$ cat config.mk
export PLATFORM = sky130hd
export DESIGN_NAME = rto_core
export DESIGN_NICKNAME = d
export VERILOG_FILES = /design/src/rtl/rto_pkg.sv /design/src/rtl/rto_event_fifo.sv /design/src/rtl/rto_core.sv
export SDC_FILE = /design/constraint.sdc
export NUM_CORES = 2
export LEC_CHECK = 0
export ABC_AREA = 1
export CAP_MARGIN = 40
export CELL_PAD_IN_SITES_DETAIL_PLACEMENT = 1
export CELL_PAD_IN_SITES_GLOBAL_PLACEMENT = 2
export CORE_ASPECT_RATIO = 1.5
export CORE_MARGIN = 5
export CORE_UTILIZATION = 45
export DETAILED_ROUTE_END_ITERATION = 10
export PLACE_DENSITY_LB_ADDON = 0.05
export SYNTH_ARGS = -nofsm -noshare
export SYNTH_HDL_FRONTEND = slang
export SYNTH_SLANG_ARGS = --single-unit
$ cat constraint.sdc
create_clock -name clkx8 -period 8.5 [get_ports clkx8]
set_input_delay 0.85 -clock clkx8 [delete_from_list [all_inputs] [get_ports clkx8]]
set_output_delay 0.85 -clock clkx8 [all_outputs]
set_load 0.05 [all_outputs]
$ cat src/rtl/rto_pkg.sv
// rto_pkg: register map, FIFO entry layout and sequencer states shared by rto_core
package rto_pkg;
  localparam logic [4:0] ADDR_TS_LO  = 5'd0;
  localparam logic [4:0] ADDR_TS_HI  = 5'd1;
  localparam logic [4:0] ADDR_PUSH   = 5'd2;
  localparam logic [4:0] ADDR_STATUS = 5'd3;
  localparam logic [4:0] ADDR_HEAD   = 5'd4;
  localparam logic [4:0] ADDR_FLUSH  = 5'd5;
  localparam logic [4:0] ADDR_CLEAR  = 5'd6;
  typedef struct packed {
    logic [31:0] ts_upper;
    logic [31:0] ts_lower;
    logic [31:0] data;
  } rto_entry_t;
  typedef enum logic [1:0] {IDLE, LOAD, WAIT, SHIFT} rto_state_t;
endpackage

$ cat src/rtl/rto_event_fifo.sv
// rto_event_fifo: single-clock event FIFO with flush; read data is registered on pop
module rto_event_fifo #(
  parameter int DATA_WIDTH = 96,
  parameter int LOGDEPTH   = 4
) (
  input  logic                  clkx8,
  input  logic                  reset,
  input  logic                  i_flush,
  input  logic                  i_push,
  input  logic                  i_pop,
  input  logic [DATA_WIDTH-1:0] i_data,
  output logic [DATA_WIDTH-1:0] o_data,
  output logic                  o_full,
  output logic                  o_empty
);
  logic [DATA_WIDTH-1:0] r_mem [2**LOGDEPTH];
  logic [LOGDEPTH:0] r_wr_ptr, r_rd_ptr;
  logic w_push, w_pop;
  assign o_empty = r_wr_ptr == r_rd_ptr;
  assign o_full  = r_wr_ptr == {~r_rd_ptr[LOGDEPTH], r_rd_ptr[LOGDEPTH-1:0]};
  assign w_push  = i_push & ~o_full & ~i_flush;
  assign w_pop   = i_pop & ~o_empty & ~i_flush;
  always_ff @(posedge clkx8)
    if (w_push) r_mem[r_wr_ptr[LOGDEPTH-1:0]] <= i_data;
  always_ff @(posedge clkx8)
    if (reset) begin
      r_wr_ptr <= '0;
      r_rd_ptr <= '0;
      o_data   <= '0;
    end else if (i_flush) begin
      r_wr_ptr <= '0;
      r_rd_ptr <= '0;
    end else begin
      r_wr_ptr <= w_push ? r_wr_ptr + 1'b1 : r_wr_ptr;
      r_rd_ptr <= w_pop ? r_rd_ptr + 1'b1 : r_rd_ptr;
      o_data   <= w_pop ? r_mem[r_rd_ptr[LOGDEPTH-1:0]] : o_data;
    end
endmodule

$ cat src/rtl/rto_core.sv
// rto_core: plays queued 32-bit words onto dout at 64-bit timestamps; RTO_LATE_DETECT_EN discards late events
module rto_core
  import rto_pkg::*;
#(
  parameter int N_OUT    = 4,
  parameter int LOGDEPTH = 4
) (
  input  logic             clkx8,
  input  logic             reset,
  input  logic             cs,
  input  logic             write,
  input  logic             read,
  input  logic [4:0]       addr,
  input  logic [31:0]      wr_data,
  output logic [31:0]      rd_data,
  input  logic [63:0]      counter,
  output logic [N_OUT-1:0] dout
);
  localparam int NSLICE = 32 / N_OUT;
  localparam int IW = NSLICE > 1 ? $clog2(NSLICE) : 1;
  rto_state_t r_state;
  logic [31:0] r_ts_lower, r_ts_upper, r_head_data;
  logic [63:0] r_head_ts;
  logic [IW-1:0] r_idx;
  logic r_overflow, r_late;
  logic w_wr, w_push, w_flush, w_clear, w_pop, w_full, w_empty, w_fire, w_late;
  rto_entry_t w_in, w_head;
  assign w_wr    = cs & write;
  assign w_push  = w_wr & (addr == ADDR_PUSH);
  assign w_flush = w_wr & (addr == ADDR_FLUSH);
  assign w_clear = w_wr & (addr == ADDR_CLEAR);
  assign w_pop   = (r_state == IDLE) & ~w_empty & ~w_flush;
  assign w_in    = '{ts_upper: r_ts_upper, ts_lower: r_ts_lower, data: wr_data};
`ifdef RTO_LATE_DETECT_EN
  assign w_late = counter > r_head_ts;
  assign w_fire = counter == r_head_ts;
`else
  assign w_late = 1'b0;
  assign w_fire = counter >= r_head_ts;
`endif
  assign rd_data = ~(cs & read)          ? 32'h0 :
                   addr == ADDR_STATUS   ? {28'h0, r_overflow, r_late, w_full, w_empty} :
                   addr == ADDR_HEAD     ? r_head_ts[31:0] : 32'h0;
  rto_event_fifo #(.DATA_WIDTH($bits(rto_entry_t)), .LOGDEPTH(LOGDEPTH)) u_fifo (
    .clkx8   (clkx8),
    .reset   (reset),
    .i_flush (w_flush),
    .i_push  (w_push),
    .i_pop   (w_pop),
    .i_data  (w_in),
    .o_data  (w_head),
    .o_full  (w_full),
    .o_empty (w_empty)
  );
  always_ff @(posedge clkx8)
    if (reset) begin
      r_ts_lower <= '0;
      r_ts_upper <= '0;
    end else begin
      r_ts_lower <= (w_wr && addr == ADDR_TS_LO) ? wr_data : r_ts_lower;
      r_ts_upper <= (w_wr && addr == ADDR_TS_HI) ? wr_data : r_ts_upper;
    end
  always_ff @(posedge clkx8)
    if (reset || w_clear || w_flush) begin
      r_overflow <= 1'b0;
      r_late     <= 1'b0;
    end else begin
      r_overflow <= r_overflow | (w_push & w_full);
      r_late     <= r_late | ((r_state == WAIT) & w_late);
    end
  // head_data doubles as the shift register: the next slice is always in its top bits
  always_ff @(posedge clkx8)
    if (reset) begin
      r_state     <= IDLE;
      r_head_ts   <= '0;
      r_head_data <= '0;
      r_idx       <= '0;
      dout        <= '0;
    end else if (w_flush) begin
      r_state <= IDLE;
    end else begin
      case (r_state)
        IDLE: r_state <= w_empty ? IDLE : LOAD;
        LOAD: begin
          r_head_ts   <= {w_head.ts_upper, w_head.ts_lower};
          r_head_data <= w_head.data;
          r_state     <= WAIT;
        end
        WAIT:
          if (w_late) r_state <= IDLE;
          else if (w_fire) begin
            dout        <= r_head_data[31 -: N_OUT];
            r_head_data <= r_head_data << N_OUT;
            r_idx       <= IW'(1);
            r_state     <= NSLICE > 1 ? SHIFT : IDLE;
          end
        SHIFT: begin
          dout        <= r_head_data[31 -: N_OUT];
          r_head_data <= r_head_data << N_OUT;
          r_idx       <= r_idx + 1'b1;
          r_state     <= r_idx == IW'(NSLICE - 1) ? IDLE : SHIFT;
        end
        default: r_state <= IDLE;
      endcase
    end
endmodule
# After elaboration in Yosys (flattened, before gate mapping)

Memories as Yosys holds them, arrays and structs flattened. A register that Yosys moved wholly into a read port is not among the register bits.
Index checks and enable logic that the tools add are counted.

Register bits: 180
Bits in writable memories: 1,536
Bits of input ports: 106
Output and inout port bits: 36
Word-level logic and storage cells: 73
Memories: 1

Memory list:

| memory       | words | width | rd ports | clocked after Yosys merged registers in | write ports | RTL line             | source |
|---|---|---|---|---|---|---|---|
| u_fifo.r_mem | 16    | 96    | 1        | 1                                       | 1           | rto_event_fifo.sv:16 | `logic [DATA_WIDTH-1:0] r_mem [2**LOGDEPTH];` |

Add/subtract/negate cells: 3
Order comparisons: 1
Equality and inequality tests: 13
Muxes and demuxes: 15
Bitwise logic cells: 17
Reduce and logical (&&, ||, !) cells: 13

Operators with widths:

| cell                                                                   | count |
|---|---|
| 32-bit 2-to-1 mux                                                      | 4 |
| 32-bit case mux with 3 select lines                                    | 1 |
| 64-bit greater-or-equal comparator                                     | 1 |
| 5-bit by 3-bit equality test with 1-bit output (second input constant) | 3 |
| 1-bit bitwise AND                                                      | 12 |
| 5-bit by 1-bit adder with 5-bit output (second input constant)         | 2 |
| 5-bit by 2-bit equality test with 1-bit output (second input constant) | 2 |
| 5-bit equality test                                                    | 2 |
| 2-bit case mux with 4 select lines                                     | 1 |
| 4-bit case mux with 2 select lines                                     | 1 |
| 3-bit case mux with 2 select lines                                     | 1 |
| 3-bit AND reduction                                                    | 2 |
| 5-bit by 1-bit equality test with 1-bit output (second input constant) | 1 |
| 5-bit zero test                                                        | 1 |
| 2-bit equality test (second input constant)                            | 2 |
| 2-bit 2-to-1 mux                                                       | 2 |
| 4-bit 2-to-1 mux                                                       | 1 |
| 1-bit NOT                                                              | 4 |
| 2-bit AND reduction                                                    | 2 |
| 3-bit by 1-bit adder with 3-bit output (second input constant)         | 1 |
| 3-bit equality test (second input constant)                            | 1 |
| 1-bit 2-to-1 mux                                                       | 3 |
| 3-bit 2-to-1 mux                                                       | 1 |
| 3-bit nonzero test                                                     | 1 |
| other kinds (8)                                                        | 10 |

# Logic depth before layout (Yosys ltp)

Depth in word-level cells: 7
Depth in mapped cells: 20
Depth with buffers taken out: 19

# Hierarchy

From an unflattened synthesis, not the netlist that was laid out.

Cell total of the unflattened synthesis: 8,456
Area total of the unflattened synthesis: 79,284.8 um^2

By module, submodules not included:

| module         | times used | cells an instance | area each (um^2) | seq. area each (um^2) |
|---|---|---|---|---|
| rto_event_fifo | 1          | 7,276             | 71,010.6         | 48,246.3 |
| rto_core       | 1          | 1,180             | 8,274.2          | 3,403.3 |

# Worst setup path before layout

Ideal clock, no wire load.

Path kind: in2reg
Start point: in addr[3]
End point: mem u_fifo.r_mem[15][0], enable pin
Setup time: 0.554 ns
Data arrival time: 5.561 ns
Data required time: 7.946 ns
Slack: 2.385 ns
Cell stages on the path: 7
Path buffers: 0
Cell sequence: nor3_1 > inv_1 > nor2_1 > nand2_1 > inv_2 > nand2_1 > nor2_1

Longest elaborated chain between the ends: 6
Elaborated cells between the ends (all ways): 9
Those cells by class: 2 x eq/ne; 2 x mux; 5 x bitwise

RTL lines:

| element                                                                                                          | RTL line                       | source |
|---|---|---|
| start, declared                                                                                                  | rto_core.sv:13                 | `input logic [4:0] addr,` |
| 5-bit by 2-bit equality test with 1-bit output or 5-bit by 3-bit equality test with 1-bit output (tied branches) | rto_core.sv:29, rto_core.sv:30 |  |
| 1-bit bitwise AND, on equally long branches                                                                      | rto_core.sv:29, rto_core.sv:30 |  |
| 1-bit bitwise AND or 1-bit NOT (tied branches)                                                                   | -                              |  |
| 1-bit bitwise AND *                                                                                              | rto_event_fifo.sv:21           | `assign w_push = i_push & ~o_full & ~i_flush;` |
| 1-bit 2-to-1 mux *                                                                                               | rto_event_fifo.sv:24           | `if (w_push) r_mem[r_wr_ptr[LOGDEPTH-1:0]] <= i_data;` |
| 1-bit 2-to-1 mux (not written as such) *                                                                         | rto_event_fifo.sv:24           |  |
| end, declared                                                                                                    | rto_event_fifo.sv:16           |  |

Mark *: on every way between the ends. The rest lies on a longest branch, timed or not.

# Worst setup path after layout

Start point: reg u_fifo.r_rd_ptr[0]
End point: reg u_fifo.o_data[45], read port of u_fifo.r_mem

Longest elaborated chain between the ends: 7

RTL lines:

| element                         | RTL line                             | source |
|---|---|---|
| start, declared                 | rto_event_fifo.sv:17                 | `logic [LOGDEPTH:0] r_wr_ptr, r_rd_ptr;` |
| start signal, assigned          | rto_event_fifo.sv:35                 | `r_rd_ptr <= w_pop ? r_rd_ptr + 1'b1 : r_rd_ptr;` |
| 5-bit equality test             | rto_event_fifo.sv:19                 | `assign o_empty = r_wr_ptr == r_rd_ptr;` |
| 1-bit NOT                       | rto_event_fifo.sv:22, rto_core.sv:32 |  |
| 1-bit bitwise AND (2 in series) | rto_core.sv:32                       | `assign w_pop = (r_state == IDLE) & ~w_empty & ~w_flush;` |
| 1-bit bitwise AND (2 in series) | rto_event_fifo.sv:22                 | `assign w_pop = i_pop & ~o_empty & ~i_flush;` |
| 2-bit AND reduction (no line)   | -                                    |  |
| end, declared                   | rto_event_fifo.sv:12                 | `output logic [DATA_WIDTH-1:0] o_data,` |

Several ways; a longest one is shown, not always the timed one.
A chain may end at the register's enable or synchronous reset.

==> flow_summary.toml <==
[global_route]
overflow = 0
grt_pass1_wl_mm = 333
first_global_vias = 48600
grt_max_degree = 211
track_usage = 0.273
antenna_found_initial = 10

[clocking]
cts_tree = "yes"
hold_buffers = 0
cts.clk_slew.worst_paths_ps = 60
post-cts-setup-buffer-count = 0
max-clock-path-buffers = 3
clock_latency_ps = 820
clockRootBuffer = "clkbuf_16"
cts.sinks = 1812
htree_levels = 4
cts_resized = 0
cts_made_buffers = 173

[hold_path]
hold_depth = 2
hold_path_startpoint = "r_head_ts[47]"
min_path_type = "flip-flop to flip-flop"
holdPathEnd = "r_head_ts[47]"

[critical_path]
endpoint_kind = "flip-flop"
cp.arrival_ps = 5110
r2r_start = "u_fifo.r_rd_ptr[0]"
criticalPathCategory = "flip-flop to flip-flop"
crit_path_start_kind = "flip-flop"
r2r-end = "u_fifo.o_data[45]"
r2r_cells = 8
cp_max_fo = 210
worstPathRequired_ps = 9240
rrSetupSlack_ps = 4130

[sta]
hold_ws_ps = 461
period_share = 0.515
period_needed_ps = 4370
tightest_slew_ps = 1080
max_slew_margin = 0.281
finalSetupTns_ps = 0
max_freq_mhz = 229
finalHoldViolations = 0
layout_setup_ws_ps = 4130
slew_viol_final = 0
rsz0062_at_grt = "false"
setup_viol = 0
fin_skew_ps = 28.4

[finish]
post-route-util = 0.513
nFillCells = 15800
layout_commonest_cell = "edfxtp_1"
multi_input_area_um2 = 16700
final_cell_mix = "1536 x edfxtp_1, 1015 x o21ai_0, 981 x nor2_1"
regArea_um2 = 51700
fin_nets = 5862
area_growth_syn_to_layout_pct = 13.8
drive_above_1_share = 0.0739

[status]
status = "completed"

[floorplan]
die_height_um = 495
start_util = 0.451
core_area_um2 = 156000
rows = 178
ios = 142
chipWidth_um = 333
die-area_um2 = 165000

[logic_synthesis]
yosysWarnings = 0
synth_top_family_by_area = "compound AO/OA/AOI/OAI gates"
synthAdderAreaFrac = 0.0126
synth_compound_area_frac = 0.141
async_reset_ff_frac = 0
ys_seq_area_frac = 0.732
synth-simple-area-share = 0.0812
synth_fp_nets = 5822
synth.cell_area_um2 = 70500
synth_edf_count = 1536
synth_cells = 5645
synth_flop_cell = "edfxtp_1"
synth-xor-area-share = 0.000621
ys_ff_latch = 1812
synthMuxAreaShare = 0
synth_area_per_cell_um2 = 12.5
ys_types = 40

[place]
pre_cts_ws_ps = 4000
gp_congestion = 0.758
hpwl_mm = 122
port_buffers = 141

[power_and_ir_drop]
p_per_area_nw_per_um2 = 299
p_leak_nw = 26.7
peakVddDrop_v = 0.000236
power.total_mw = 24.0

[route]
dr.first_iter.drc_count = 4083
post_drt_via_cell_ratio = 6.01
routed_wirelength_mm = 230
vias = 47500
routedWlPerCell_um = 29.1
antenna_left = 0
first_pass_iters = 5
drc = 0

[flow_run]
max_cap_violations = 0
-- routing by layer --
metal / GRT usage / up-vias / wire length (um)
met5: 0 / - / 40
met4: 0.0750 / 4 / 5890
met3: 0.0330 / 290 / 11700
met2: 0.480 / 1323 / 116000
met1: 0.361 / 25000 / 96400
li1: - / 20900 / -
-- state kept, by name (all words and copies together) (netlist names) --
| name | cells |
|---|---|
| r_ts_lower | 32 |
| r_head_ts | 64 |
| r_idx | 3 |
| u_fifo.r_rd_ptr | 5 |
| r_ts_upper | 32 |
| r_overflow | 1 |
| u_fifo.r_mem | 1536 |
| r_state | 2 |
| dout | 4 |
| u_fifo.r_wr_ptr | 5 |
| r_head_data | 32 |
| u_fifo.o_data | 96 |
-- stage by stage --
stage               std cells  area, um^2
floorplan                5645       70500
global placement         7539       73800
detailed placement       7580       74700
CTS                      7905       80200
global route             7906       80200
finish                   7908       80200
-- kinds of logic (layout without fill, tap and decap cells) --
| kind of cell | count (synthesis) | in the layout |
|---|---|---|
| other cells | 0 | 3 |
| fa+ha+maj | 71 | 71 |
| simple gates | 1456 | 1456 |
| compound gates | 1756 | 1756 |
| flops | 1812 | 1812 |
| buf+inv | 545 | 735 |
| xor+xnor | 5 | 5 |
-- cells in the mapped netlist (2+ instances only) --
cell type  instances  area share
nor3_1            35      0.0025
inv_1            133      0.0071
a21o_1             6     0.00064
edfxtp_1        1536        0.65
o22ai_1          239       0.021
nand4_1            7     0.00062
clkbuf_1         255       0.014
o21ai_1           12     0.00085
nor4_1             3     0.00027
a21oi_1          191       0.014
buf_2            125      0.0089
nand3_1           70      0.0050
buf_1              8     0.00043
nand2_2            3     0.00027
nor2_2            23      0.0020
xor2_1             5     0.00062
buf_6              7      0.0011
nand2_1          310       0.016
inv_2              6     0.00032
dfxtp_1          276       0.078
o21a_1             2     0.00021
nor2_1           999       0.053
o211ai_1          47      0.0050
o221ai_1         145       0.018
a31oi_1           79      0.0070
buf_4              7     0.00075
clkinv_1           3     0.00016
ha_1              71       0.013
o21ai_0         1015       0.072
a41oi_1           17      0.0021
-- critical path: stages, from the launching register on --
cell and delay, ps:
dfxtp_4 550, buf_12 670, buf_4 530, buf_4 720
buf_4 760, o21ai_0 230, o221ai_1 250, nand3_1 130
a31oi_1 180
-- power by group --
group	switching [mW]	internal [mW]
sequential	0.305	9.96
clock	3.30	4.37
combinational	4.31	1.72
-- worst max-delay path by stage --
| stage | start | to | slack (ps) | cells past startpoint |
|---|---|---|---|---|
| 5_1_grt | u_fifo.r_rd_ptr[0] | u_fifo.o_data[25] | 3810 | 8 |
| 6_report | u_fifo.r_rd_ptr[0] | u_fifo.o_data[45] | 4130 | 8 |
| 2_1_floorplan | addr[3] | u_fifo.r_mem[15][0] | 2390 | 7 |
| 3_5_place_dp | cs | u_fifo.r_mem[5][29] | 4000 | 11 |
| 4_1_cts | addr[3] | rd_data[3] | 4110 | 7 |
| 3_3_place_gp | addr[2] | rd_data[2] | 3320 | 9 |
-- area by class of cell --
cell class | instances | area share
clock inverter | 68 | 0.00778
clock buffer | 257 | 0.0617
tap | 2070 | 0.0323
sequential | 1812 | 0.644
timing repair buffer | 267 | 0.0385
antenna | 3 | 0.0000936
inverter | 143 | 0.00720
multi-input combinational | 3288 | 0.209
(Power assumes the default switching activity.)
